<file path="src/rtl/rv_pipe_pkg.sv">
// rv_pipe_pkg: types and constants shared by the pipeline front end.
// IF_MISALIGN_TRAP_EN adds the TRAP fetch state.
`default_nettype none

package rv_pipe_pkg;

  localparam logic [31:0] NOP_INSTR        = 32'h0000_0013;
  localparam logic [31:0] DEFAULT_RESET_PC = 32'h0000_0000;
  localparam logic [31:0] DEFAULT_TRAP_PC  = 32'h0000_0100;

`ifdef IF_MISALIGN_TRAP_EN
  typedef enum logic [1:0] {
    ST_BOOT  = 2'd0,
    ST_RUN   = 2'd1,
    ST_STALL = 2'd2,
    ST_TRAP  = 2'd3
  } fetch_state_t;
`else
  typedef enum logic [1:0] {
    ST_BOOT  = 2'd0,
    ST_RUN   = 2'd1,
    ST_STALL = 2'd2
  } fetch_state_t;
`endif

endpackage

`default_nettype wire

</file>
<file path="src/rtl/pc_register.sv">
// pc_register: 32-bit program counter with synchronous reset and load enable.
`default_nettype none

module pc_register #(
  parameter logic [31:0] RESET_VAL = 32'h0000_0000
) (
  input  logic        clk,
  input  logic        rst,
  input  logic        load,
  input  logic [31:0] d,
  output logic [31:0] q
);

  always_ff @(posedge clk) begin
    if (rst) begin
      q <= RESET_VAL;
    end else if (load) begin
      q <= d;
    end
  end

endmodule

`default_nettype wire

</file>
<file path="src/rtl/if_fetch_stage.sv">
// if_fetch_stage: PC sequencing, stall/redirect handling and fetch counting.
// Optional macro IF_MISALIGN_TRAP_EN enables the misaligned-redirect trap.
`default_nettype none

module if_fetch_stage
  import rv_pipe_pkg::*;
#(
  parameter logic [31:0] RESET_PC = DEFAULT_RESET_PC,
  parameter logic [31:0] TRAP_PC  = DEFAULT_TRAP_PC
) (
  input  logic        clk,
  input  logic        Reset,
  input  logic        LE,
  input  logic        Redirect_IN,
  input  logic [31:0] Target_IN,
  input  logic [31:0] Instr_Mem_DATA,
  output logic [31:0] Instr_Mem_ADDR,
  output logic [31:0] Instruction_OUT,
  output logic [31:0] PC_OUT,
  output logic [31:0] PC4_OUT,
  output logic        Valid_OUT,
  output logic        IF_ID_LE_OUT,
  output logic        Flush_OUT,
  output logic [31:0] Fetch_Count_OUT,
  output logic        Misalign_OUT
);

  fetch_state_t state, state_next;
  logic [31:0]  pc, pc_next, pc_plus4;
  logic         pc_load;
  logic         valid;
  logic         misalign_set;
  logic [31:0]  fetch_count;

  pc_register #(.RESET_VAL(RESET_PC)) u_pc (
    .clk  (clk),
    .rst  (Reset),
    .load (pc_load),
    .d    (pc_next),
    .q    (pc)
  );

  assign pc_plus4 = pc + 32'd4;

  always_ff @(posedge clk) begin
    if (Reset) begin
      state <= ST_BOOT;
    end else begin
      state <= state_next;
    end
  end

  always_comb begin
    state_next   = state;
    pc_next      = pc;
    pc_load      = 1'b0;
    valid        = 1'b0;
    misalign_set = 1'b0;
    if (state == ST_BOOT) begin
      state_next = ST_RUN;
    end else if (Redirect_IN) begin
      // Redirect beats stall and normal advance; the wrong-path word is dropped.
      pc_load = 1'b1;
`ifdef IF_MISALIGN_TRAP_EN
      if (Target_IN[1:0] != 2'b00) begin
        pc_next      = TRAP_PC;
        state_next   = ST_TRAP;
        misalign_set = 1'b1;
      end else begin
        pc_next    = Target_IN;
        state_next = ST_RUN;
      end
`else
      pc_next    = {Target_IN[31:2], 2'b00};
      state_next = ST_RUN;
`endif
    end else begin
      case (state)
        ST_RUN, ST_STALL: begin
          if (LE) begin
            valid      = 1'b1;
            pc_load    = 1'b1;
            pc_next    = pc_plus4;
            state_next = ST_RUN;
          end else begin
            state_next = ST_STALL;
          end
        end
        default: state_next = ST_RUN;
      endcase
    end
  end

  always_ff @(posedge clk) begin
    if (Reset) begin
      fetch_count <= 32'd0;
    end else if (valid) begin
      fetch_count <= fetch_count + 32'd1;
    end
  end

`ifdef IF_MISALIGN_TRAP_EN
  logic misalign;

  always_ff @(posedge clk) begin
    if (Reset) begin
      misalign <= 1'b0;
    end else if (misalign_set) begin
      misalign <= 1'b1;
    end
  end

  assign Misalign_OUT = misalign;
`else
  logic unused_cfg;
  assign unused_cfg   = ^{Target_IN[1:0], TRAP_PC, misalign_set};
  assign Misalign_OUT = 1'b0;
`endif

  assign Instr_Mem_ADDR  = pc;
  assign Instruction_OUT = valid ? Instr_Mem_DATA : NOP_INSTR;
  assign PC_OUT          = pc;
  assign PC4_OUT         = pc_plus4;
  assign Valid_OUT       = valid;
  assign IF_ID_LE_OUT    = LE & ~Redirect_IN;
  assign Flush_OUT       = Redirect_IN;
  assign Fetch_Count_OUT = fetch_count;

endmodule

`default_nettype wire

</file>
<file path="config.mk">
export PLATFORM = sky130hd
export DESIGN_NAME = if_fetch_stage
export DESIGN_NICKNAME = d
export VERILOG_FILES = /design/src/rtl/rv_pipe_pkg.sv /design/src/rtl/pc_register.sv /design/src/rtl/if_fetch_stage.sv
export SDC_FILE = /design/constraint.sdc
export NUM_CORES = 1
export LEC_CHECK = 0
export CAP_MARGIN = 20
export CORE_AREA = 8 8 117 119
export DETAILED_ROUTE_END_ITERATION = 10
export DIE_AREA = 0 0 125 127
export PLACE_DENSITY = 0.83
export SYNTH_ARGS = -nofsm -noshare
export SYNTH_HDL_FRONTEND = slang
export SYNTH_HIERARCHICAL = 1
export SYNTH_SLANG_ARGS = --single-unit
</file>
<file path="constraint.sdc">
create_clock -name clk -period 5.8 [get_ports clk]
set_clock_uncertainty 0.2 [all_clocks]
set_input_delay 1.16 -clock clk [delete_from_list [all_inputs] [get_ports clk]]
set_output_delay 1.16 -clock clk [all_outputs]
set_load 0.03 [all_outputs]
</file>
==> impl_metrics.py, run 1 <==
metrics = {
    "synth": {
        "yosys.area.top_type": "dfxtp_1",
        "synth_area_leaders": "dfxtp_1 27%, nor2_1 7.0%, mux2i_1 6.7%",
        "ys_seq_area_share_pct": 26.8,
        "yosysTopAreaCellShare_pct": 26.8,
        "synthFlopType": "dfxtp_1",
        "netlist_instances": 619,
        "async_flop_share_pct": 0,
        "synth_seq_cells": 66,
        "postSynthAreaPerCell_um2": 7.95,
        "synth_warnings": 6,
        "netlist_area_um2": 4920,
        "syn-num-nets": 690,
        "synth_edf_count": 0,
        "synth.distinct_cells": 69,
    },
    "pwr": {
        "swShare_pct": 25.8,
        "pwr-share-seq_pct": 33.8,
        "leakage_nw": 2.57,
        "clockPowerShare_pct": 47.1,
        "combPwrFrac_pct": 19.1,
        "pwr_density_cell_nw_per_um2": 199,
        "switchingPower_w": 0.000370,
        "max-vdd-ir-drop_v": 0.000140,
        "p_int_w": 0.00107,
    },
    "clocking": {
        "tritoncts": "built",
        "post_cts_buffers": 0,
        "cts_resized": 0,
        "cts-root-buf": "clkbuf_16",
        "ctsHtreeMaxLevel": 3,
        "cts_buffers": 9,
        "clock_sinks": 66,
        "holdBufCountCts": 0,
        "clk_pin_slew_ns": 0.06,
        "clock_latency_ns": 0.33,
        "cts_buffer_depth": 2,
    },
    "finish": {
        "num_antenna_cells": 0,
        "drive_gt1_share_pct": 6.19,
        "fin_util_pct": 61.2,
        "layout_commonest_cell": "clkdlybuf4s50_1",
        "mostFrequentLayoutCells": "227 x clkdlybuf4s50_1, 91 x nor2_1, 66 x dfxtp_1",
        "final_nets": 858,
        "area_growth_syn_to_layout_pct": 46.8,
    },
    "sta": {
        "tightest_slew_ns": 0.742,
        "clock.fmax_mhz": 211,
        "slew_viol_final": 0,
        "hold_viol": 0,
        "relSlewSlack_pct": 50.5,
        "finalSetupTns_ns": 0,
        "grt_setup_unrepaired": "no",
        "finalCritPeriodShare_pct": 81.9,
        "layout_min_cycle_time_ns": 4.75,
        "setup_viol": 0,
    },
    "hold_path": {
        "whs_path_depth": 2,
        "hp-class": "reg -> reg",
        "hold-path-endpoint": "Fetch_Count_OUT[1]$_SDFFE_PP0P_",
        "hold_path_startpoint": "Fetch_Count_OUT[1]$_SDFFE_PP0P_",
    },
    "status": {
        "status": "completed",
    },
    "setup_path": {
        "end_kind": "output pin",
        "critical_path_required_ns": 4.44,
        "critPathLaunchType": "input pin",
        "ff2ff_setup_slack_ns": 2.78,
        "worstPathArrival_ns": 3.39,
        "critPathMaxFanout": 42,
        "critical_path_class": "in -> out",
        "worstRegToRegCells": 9,
        "rr_startpoint": "state[0]$_SDFF_PP0_",
        "r2r-end": "Fetch_Count_OUT[28]$_SDFFE_PP0P_",
    },
    "detailed_routing": {
        "drt-total-wl_mm": 16.4,
        "ant_nets": 0,
        "avgViaCountPerCell": 5.29,
        "dr.pass1.iters": 5,
        "initialDrtViolationCount": 393,
        "wl_per_cell_um": 17.5,
        "drc_errors": 0,
        "dr_total_vias": 4972,
    },
    "die": {
        "die_h_um": 127,
        "pin_count": 232,
        "rows": 40,
        "die_x_um": 125,
        "start_util_pct": 41.7,
        "core-area_um2": 11800,
        "die-area_um2": 15900,
    },
    "grt": {
        "antenna_found_initial": 1,
        "grt_usage_pct": 19.8,
        "grt_start_max_net_pins": 67,
        "grt_first_pass_wirelength_mm": 25.8,
        "grt_pass1_vias": 4840,
        "gr-total-overflow": 0,
    },
    "run": {
        "cap_violations": 0,
    },
    "place": {
        "globalplace.congestion": 0.865,
        "port_buffers": 228,
        "dp_hpwl_mm": 12.0,
    },
}
## cells by family (layout without fill, tap and decap cells)
kind of cell,after synthesis,after routing,share of synthesized area (%)
xor+xnor,65,65,11.6
other cells,1,1,0.0762
mux,33,33,6.71
buf+inv,93,266,13.3
compound gates,64,64,9.07
flops,66,66,26.8
fa+ha+maj,3,3,0.762
simple gates,294,294,31.6
## routing by layer
layer / global-route usage, % / share of wire, % / vias to the layer above
met3: 7.99 / 10 / 33
met1: 22.2 / 39 / 2276
met5: 0 / 0.061 / -
met2: 33.8 / 48 / 241
li1: - / - / 2420
met4: 6.45 / 1.9 / 2
## worst max-delay path, cell delays in order
cell and delay (ns):
clkdlybuf4s50_1 0.59, nand4bb_1 0.13, buf_4 0.19, inv_2 0.41
and2_1 0.21, clkdlybuf4s50_1 0.68
## cells in the mapped netlist, types with 12 or more instances
cell type  instances
a21oi_1           12
and2_1            32
buf_4             37
clkbuf_1          24
dfxtp_1           66
inv_1             13
mux2i_1           33
nand2_1           41
nand3_1           28
nand4_1           13
nor2_1            92
nor3_1            25
o21ai_0           13
xnor2_1           35
xor2_1            30
## how the worst max path moves through the flow
stage / startpoint / endpoint / slack [ns] / cells past startpoint
floorplan: u_pc/q[2]$_SDFFE_PP0P_ / PC4_OUT[20] / 2.00 / 7
global placement: LE / Instruction_OUT[8] / 1.04 / 6
detailed placement: LE / Instruction_OUT[5] / 1.01 / 6
CTS: LE / Instruction_OUT[5] / 1.01 / 6
global route: LE / Instruction_OUT[13] / 0.88 / 6
finish: LE / Instruction_OUT[5] / 1.05 / 6
## flip-flops by register name (all words and copies together) (netlist names)
register and cells:
state 2, Fetch_Count_OUT 32, u_pc/q 32
## power by group through the flow
| stage | Clock [W] | Combinational [W] | Sequential [W] |
|---|---|---|---|
| after floorplan | 0 | 0.000162 | 0.000503 |
| after global placement | 0 | 0.000270 | 0.000494 |
| after detailed placement | 0 | 0.000272 | 0.000494 |
| after CTS | 0.000691 | 0.000274 | 0.000485 |
| after global routing | 0.000713 | 0.000290 | 0.000487 |
| final | 0.000677 | 0.000275 | 0.000485 |
## per-stage QoR
stage | worst slack (ns) | cells | instance area (um2) | hold WS (ns) | total power (W)
after floorplan | 2.00 | 619 | 4920 | 0.414 | 0.000665
after detailed placement | 1.01 | 922 | 6840 | 0.309 | 0.000766
after CTS | 1.01 | 938 | 7210 | 0.319 | 0.00145
after global routing | 0.876 | 939 | 7230 | 0.340 | 0.00149
after global placement | 1.04 | 922 | 6840 | 0.286 | 0.000764
final | 1.05 | 939 | 7230 | 0.317 | 0.00144
## area by class of cell
| class | instances | area, um2 |
|---|---|---|
| Tap cell | 147 | 184 |
| Clock buffer | 11 | 243 |
| Clock inverter | 5 | 125 |
| Multi-Input combinational cell | 460 | 2960 |
| Inverter | 14 | 52.6 |
| Fill cell | 1044 | 4590 |
| Sequential cell | 66 | 1320 |
| Timing Repair Buffer | 236 | 2340 |
(Power assumes the default switching activity.)
==> run 2: changes to the inputs <==
CORE_AREA = 8 8 123 125   (was 8 8 117 119)
DIE_AREA = 0 0 131 133   (was 0 0 125 127)
PLACE_DENSITY = 0.78   (was 0.83)
clock period = 4 ns   (was 5.8 ns; I/O delays follow)
==> run 2 against run 1 <==
Cell count is 5.6% higher. Cell area is 2.3% higher. Setup slack worse by 0.90 ns. Power up 37%. Routed wire length is 4.5% higher. Sequential share of layout area is 0.40 points lower. Register-to-register slack worse by 1.5 ns. Highest routed layer unchanged.
==> impl_metrics.py, run 2 (synthesis gave the netlist of run 1 again) <==
metrics = {
    "clocking": {
        "cts-root-buf": "clkbuf_16",
        "tritoncts": "built",
        "ctsHtreeMaxLevel": 3,
        "clock_sinks": 66,
        "cts_buffers": 9,
        "holdBufCountCts": 0,
        "cts_buffer_depth": 2,
        "clock_latency_ns": 0.34,
        "clk_pin_slew_ns": 0.06,
    },
    "finish": {
        "final_nets": 882,
        "mostFrequentLayoutCells": "185 x clkdlybuf4s50_1, 91 x nor2_1, 66 x dfxtp_1",
        "postLayoutCellArea_um2": 7390,
        "num_antenna_cells": 0,
        "layout_commonest_cell": "clkdlybuf4s50_1",
        "drive_gt1_share_pct": 14.0,
        "area_growth_syn_to_layout_pct": 50.1,
    },
    "detailed_routing": {
        "dr_total_vias": 4999,
        "drc_errors": 0,
        "avgViaCountPerCell": 5.04,
        "drt-total-wl_mm": 17.1,
        "routed-wl-met3_mm": 1.57,
        "maxUsedRoutingLayer": "met5",
        "ant_nets": 0,
        "wl_met2_mm": 8.48,
        "initialDrtViolationCount": 256,
        "wl_per_cell_um": 17.3,
        "wl_met1_mm": 6.84,
        "dr.pass1.iters": 5,
    },
    "setup_path": {
        "worstRegToRegCells": 9,
        "r2r-end": "u_pc/q[14]$_SDFFE_PP0P_",
        "timing.critical_path.mode_cell": "nand3_1",
        "rr_startpoint": "u_pc/q[2]$_SDFFE_PP0P_",
        "end_kind": "output pin",
        "critical_path_class": "reg -> out",
        "ff2ff_setup_slack_ns": 1.31,
        "critPathBufInv": 1,
        "path_delay_family": "simple AND/OR/NAND/NOR gates",
        "critPathMaxFanout": 8,
        "cpPeakStageDelay_ns": 0.70,
        "crit_path_top_delay_cell": "clkdlybuf4s50_1",
        "critical_path_required_ns": 3.00,
        "worstPathArrival_ns": 2.84,
        "worstPathCellList": "and3_1 > nand3_1 > nor3_4 > nand3_1 > xnor2_1 > clkdlybuf4s50_1",
        "critPathLaunchType": "flop",
    },
    "sta": {
        "slew_viol_final": 0,
        "grt_setup_unrepaired": "no",
        "fin_ws_ns": 0.157,
        "finalCritPeriodShare_pct": 96.1,
        "setup_viol": 0,
        "hold_viol": 0,
        "finalSetupTns_ns": 0,
        "tightest_slew_ns": 0.649,
        "layout_min_cycle_time_ns": 3.84,
        "clock.fmax_mhz": 260,
        "fin_hold_ws_ns": 0.309,
        "relSlewSlack_pct": 56.6,
    },
    "place": {
        "globalplace.congestion": 0.813,
        "dp_slack_ns": 0.410,
        "port_buffers": 228,
        "dp_hpwl_mm": 12.9,
        "placed_cell_area_um2": 7040,
    },
    "grt": {
        "grt_usage_pct": 19.1,
        "gr-total-overflow": 0,
        "grt_start_max_net_pins": 42,
        "grt_pass1_vias": 4868,
        "grt_first_pass_wirelength_mm": 26.6,
        "antenna_found_initial": 1,
    },
    "hold_path": {
        "hold-path-endpoint": "Fetch_Count_OUT[1]$_SDFFE_PP0P_",
        "hold_path_startpoint": "Fetch_Count_OUT[1]$_SDFFE_PP0P_",
        "whs_path_depth": 2,
        "hp-class": "reg -> reg",
    },
    "pwr": {
        "pwr_density_cell_nw_per_um2": 266,
        "max-vdd-ir-drop_v": 0.000238,
        "leakage_nw": 2.82,
    },
    "die": {
        "rows": 42,
        "core-area_um2": 13100,
        "die_h_um": 133,
        "pin_count": 232,
        "die-area_um2": 17400,
        "start_util_pct": 37.6,
        "die_x_um": 131,
    },
    "status": {
        "status": "completed",
    },
    "run": {
        "cap_violations": 0,
    },
}
run 2: cell count changes in the layout (fill, tap and decap cells not counted), moves of 2 or more:
cell | previous run | this run
clkdlybuf4s50_1 | 227 | 185
buf_12 | 0 | 7
clkinvlp_4 | 0 | 2
bufinv_16 | 4 | 2
dlymetal6s2s_1 | 0 | 3
buf_4 | 7 | 64
run 2: worst max-delay path by stage:
stage	start	to	slack [ns]	cells past startpoint
floorplan	u_pc/q[2]$_SDFFE_PP0P_	PC4_OUT[20]	0.55	7
finish	u_pc/q[20]$_SDFFE_PP0P_	PC4_OUT[23]	0.16	6
global route	u_pc/q[20]$_SDFFE_PP0P_	PC4_OUT[23]	0.005	6
detailed placement	u_pc/q[2]$_SDFFE_PP0P_	PC4_OUT[20]	0.41	8
global placement	u_pc/q[2]$_SDFFE_PP0P_	PC4_OUT[31]	0.43	6
CTS	u_pc/q[2]$_SDFFE_PP0P_	PC4_OUT[20]	0.01	8
run 2: what timing repair did:
action                     in CTS  in global routing
setup endpoints to repair       0                  5
hold endpoints to repair        0                  0
resized for setup               0                  4
setup buffers                   0                  2
run 2: report_power, final:
part	internal, W	switching, W	total, W
Combinational	0.000197	0.000225	0.000422
Clock	0.000544	0.000309	0.000853
Sequential	0.000671	0.0000203	0.000691
run 2: tightest hold or removal path, delay by kind of cell (launching register included):
| family | cells | cell delay (ns) |
|---|---|---|
| AOI/OAI and AO/OA | 1 | 0.05 |
| DFF | 1 | 0.34 |
| and+or+nand+nor | 1 | 0.07 |
run 2: cell type report:
cell class              count  area (um2)
clock inverters             7        93.8
clock buffers               9         225
multi-input cells         460        2960
flip-flops and latches     66        1320
repair buffers            260        2510
well taps                 176         220
fillers                  1192        5700
inverters                  14        52.6
run 2: per-layer routing:
metal | up-vias | track usage, %
met5 | - | 0
met3 | 20 | 6.43
met1 | 2318 | 21.9
met2 | 188 | 32.7
li1 | 2471 | -
met4 | 2 | 5.04
run 2: stage by stage:
stage	cells	total power, W	utilization (%)
floorplan	619	0.000964	-
global placement	974	0.00112	53.8
detailed placement	974	0.00113	53.8
CTS	990	0.00198	56.3
global route	992	0.00204	56.5
finish	992	0.00197	56.5
==> run 3: changes to the inputs <==
ABC_CLOCK_PERIOD_IN_PS = 4000   (was not set)
PLACE_DENSITY = 0.77   (was 0.78)
REMOVE_ABC_BUFFERS = 1   (was not set)
==> run 3 against run 2 <==
Clock power fell by 5.9%. Sequential share of layout area rose by 0.20 points. Utilization fell by 0.61 points. Clock-buffer cell count rose by 5. Fmax fell by 0.16%. Routed wire length rose by 0.71%. Via count rose by 2.4%. Power fell by 2.5%.
==> impl_metrics.py, run 3 (synthesis gave the netlist of run 1 again) <==
metrics = {
    "clocking": {
        "cts_buffers": 9,
        "tritoncts": "built",
        "cts_buffer_depth": 2,
        "ctsHtreeMaxLevel": 3,
        "clock_latency_ns": 0.33,
        "holdBufCountCts": 0,
        "cts-root-buf": "clkbuf_16",
        "clk_pin_slew_ns": 0.06,
        "clock_sinks": 66,
    },
    "detailed_routing": {
        "dr.pass1.iters": 5,
        "initialDrtViolationCount": 374,
        "dr_total_vias": 5120,
        "drt-total-wl_mm": 17.3,
        "wl_per_cell_um": 17.4,
        "drc_errors": 0,
        "ant_nets": 0,
        "avgViaCountPerCell": 5.18,
    },
    "finish": {
        "drive_gt1_share_pct": 12.8,
        "final_cell_count_no_fill": 989,
        "num_antenna_cells": 0,
        "area_growth_syn_to_layout_pct": 48.4,
        "fin_util_pct": 55.9,
        "mostFrequentLayoutCells": "189 x clkdlybuf4s50_1, 91 x nor2_1, 66 x dfxtp_1",
        "layout_commonest_cell": "clkdlybuf4s50_1",
        "fillCellCount": 1215,
        "final_nets": 879,
    },
    "sta": {
        "clock.fmax_mhz": 260,
        "slew_viol_final": 0,
        "tightest_slew_ns": 0.885,
        "layout_min_cycle_time_ns": 3.85,
        "relSlewSlack_pct": 41.0,
        "setup_viol": 0,
        "grt_setup_unrepaired": "no",
        "hold_viol": 0,
        "finalCritPeriodShare_pct": 96.2,
        "fin_ws_ns": 0.151,
    },
    "place": {
        "globalplace.congestion": 0.839,
        "dp_slack_ns": 0.384,
        "dp_hpwl_mm": 12.9,
        "placed_cells": 971,
        "port_buffers": 228,
    },
    "status": {
        "status": "completed",
    },
    "grt": {
        "grt_start_max_net_pins": 44,
        "grt_usage_pct": 19.1,
        "grt_pass1_vias": 5081,
        "gr-total-overflow": 0,
        "antenna_found_initial": 1,
        "grt_first_pass_wirelength_mm": 26.8,
    },
    "setup_path": {
        "cpPeakStageDelay_ns": 0.69,
        "critPathLaunchType": "flop",
        "worstPathArrival_ns": 2.85,
        "path_delay_family": "simple AND/OR/NAND/NOR gates",
        "critPathMaxFanout": 8,
        "end_kind": "output pin",
        "critical_path_required_ns": 3.00,
        "crit_path_top_delay_cell": "clkdlybuf4s50_1",
        "worstPathCellList": "nand3_2 > or2_1 > nor3_1 > xor2_1 > clkdlybuf4s50_1",
        "critPathBufInv": 1,
        "critical_path_class": "reg -> out",
    },
    "pwr": {
        "leakage_nw": 2.77,
        "max-vdd-ir-drop_v": 0.000286,
        "pwr_density_cell_nw_per_um2": 262,
        "power_w": 0.00192,
    },
    "die": {
        "die-area_um2": 17400,
        "die_x_um": 131,
        "start_util_pct": 37.6,
        "pin_count": 232,
        "rows": 42,
        "die_h_um": 133,
        "core-area_um2": 13100,
    },
    "hold_path": {
        "hp-class": "reg -> reg",
    },
    "run": {
        "cap_violations": 0,
    },
}
==> run 3: path summary, 6_finish.rpt <==
check / slack [ns] / endpoint / depth (start not counted) / from
worst min-delay path: 0.33 / Fetch_Count_OUT[1]$_SDFFE_PP0P_ / 2 / Fetch_Count_OUT[1]$_SDFFE_PP0P_
worst min register to register: 0.33 / Fetch_Count_OUT[1]$_SDFFE_PP0P_ / 2 / Fetch_Count_OUT[1]$_SDFFE_PP0P_
worst max register to register: 1.28 / Fetch_Count_OUT[31]$_SDFFE_PP0P_ / 10 / state[1]$_SDFF_PP0_
worst max-delay path: 0.15 / PC4_OUT[19] / 5 / u_pc/q[14]$_SDFFE_PP0P_
==> run 3: stage by stage <==
step | hold WS, ns | setup TNS (ns) | area (um2)
6_report | 0.327 | 0 | 7310
5_1_grt | 0.368 | 0 | 7310
4_1_cts | 0.323 | 0 | 7290
3_5_place_dp | 0.313 | 0 | 6990
3_3_place_gp | 0.293 | 0 | 6990
2_1_floorplan | 0.410 | -0.534 | 4320
==> run 3: report_power, final <==
group	switching, W	leakage [nW]	internal [W]
Combinational	0.000224	2.08	0.000195
Clock	0.000286	0.147	0.000516
Sequential	0.0000239	0.534	0.000671
==> run 3: per-layer routing <==
layer  GRT usage (%)  vias to the layer above  share of wire (%)
met3            4.70                       34                8.1
met4            6.13                        2                1.7
li1                -                     2463                  -
met1            21.7                     2399                 40
met2            33.7                      222                 50
met5               0                        -              0.075
==> run 3: cell type report <==
type | count | area [um2] | share of cell area [%]
inverters | 14 | 52.6 | 0.719
repair buffers | 257 | 2460 | 33.7
multi-input cells | 460 | 2960 | 40.4
clock inverters | 2 | 35.0 | 0.479
clock buffers | 14 | 264 | 3.61
flip-flops and latches | 66 | 1320 | 18.1
well taps | 176 | 220 | 3.01
==> run 3: what timing repair did <==
item	4_1_cts	5_1_grt
endpoints found under the setup margin	0	4
buffers inserted	0	2
gates resized for setup	0	2
==> run 3: tightest hold or removal path: stages, from the launching register on <==
cell	delay [ns]
dfxtp_1	0.34
nand2_1	0.08
a21oi_1	0.06
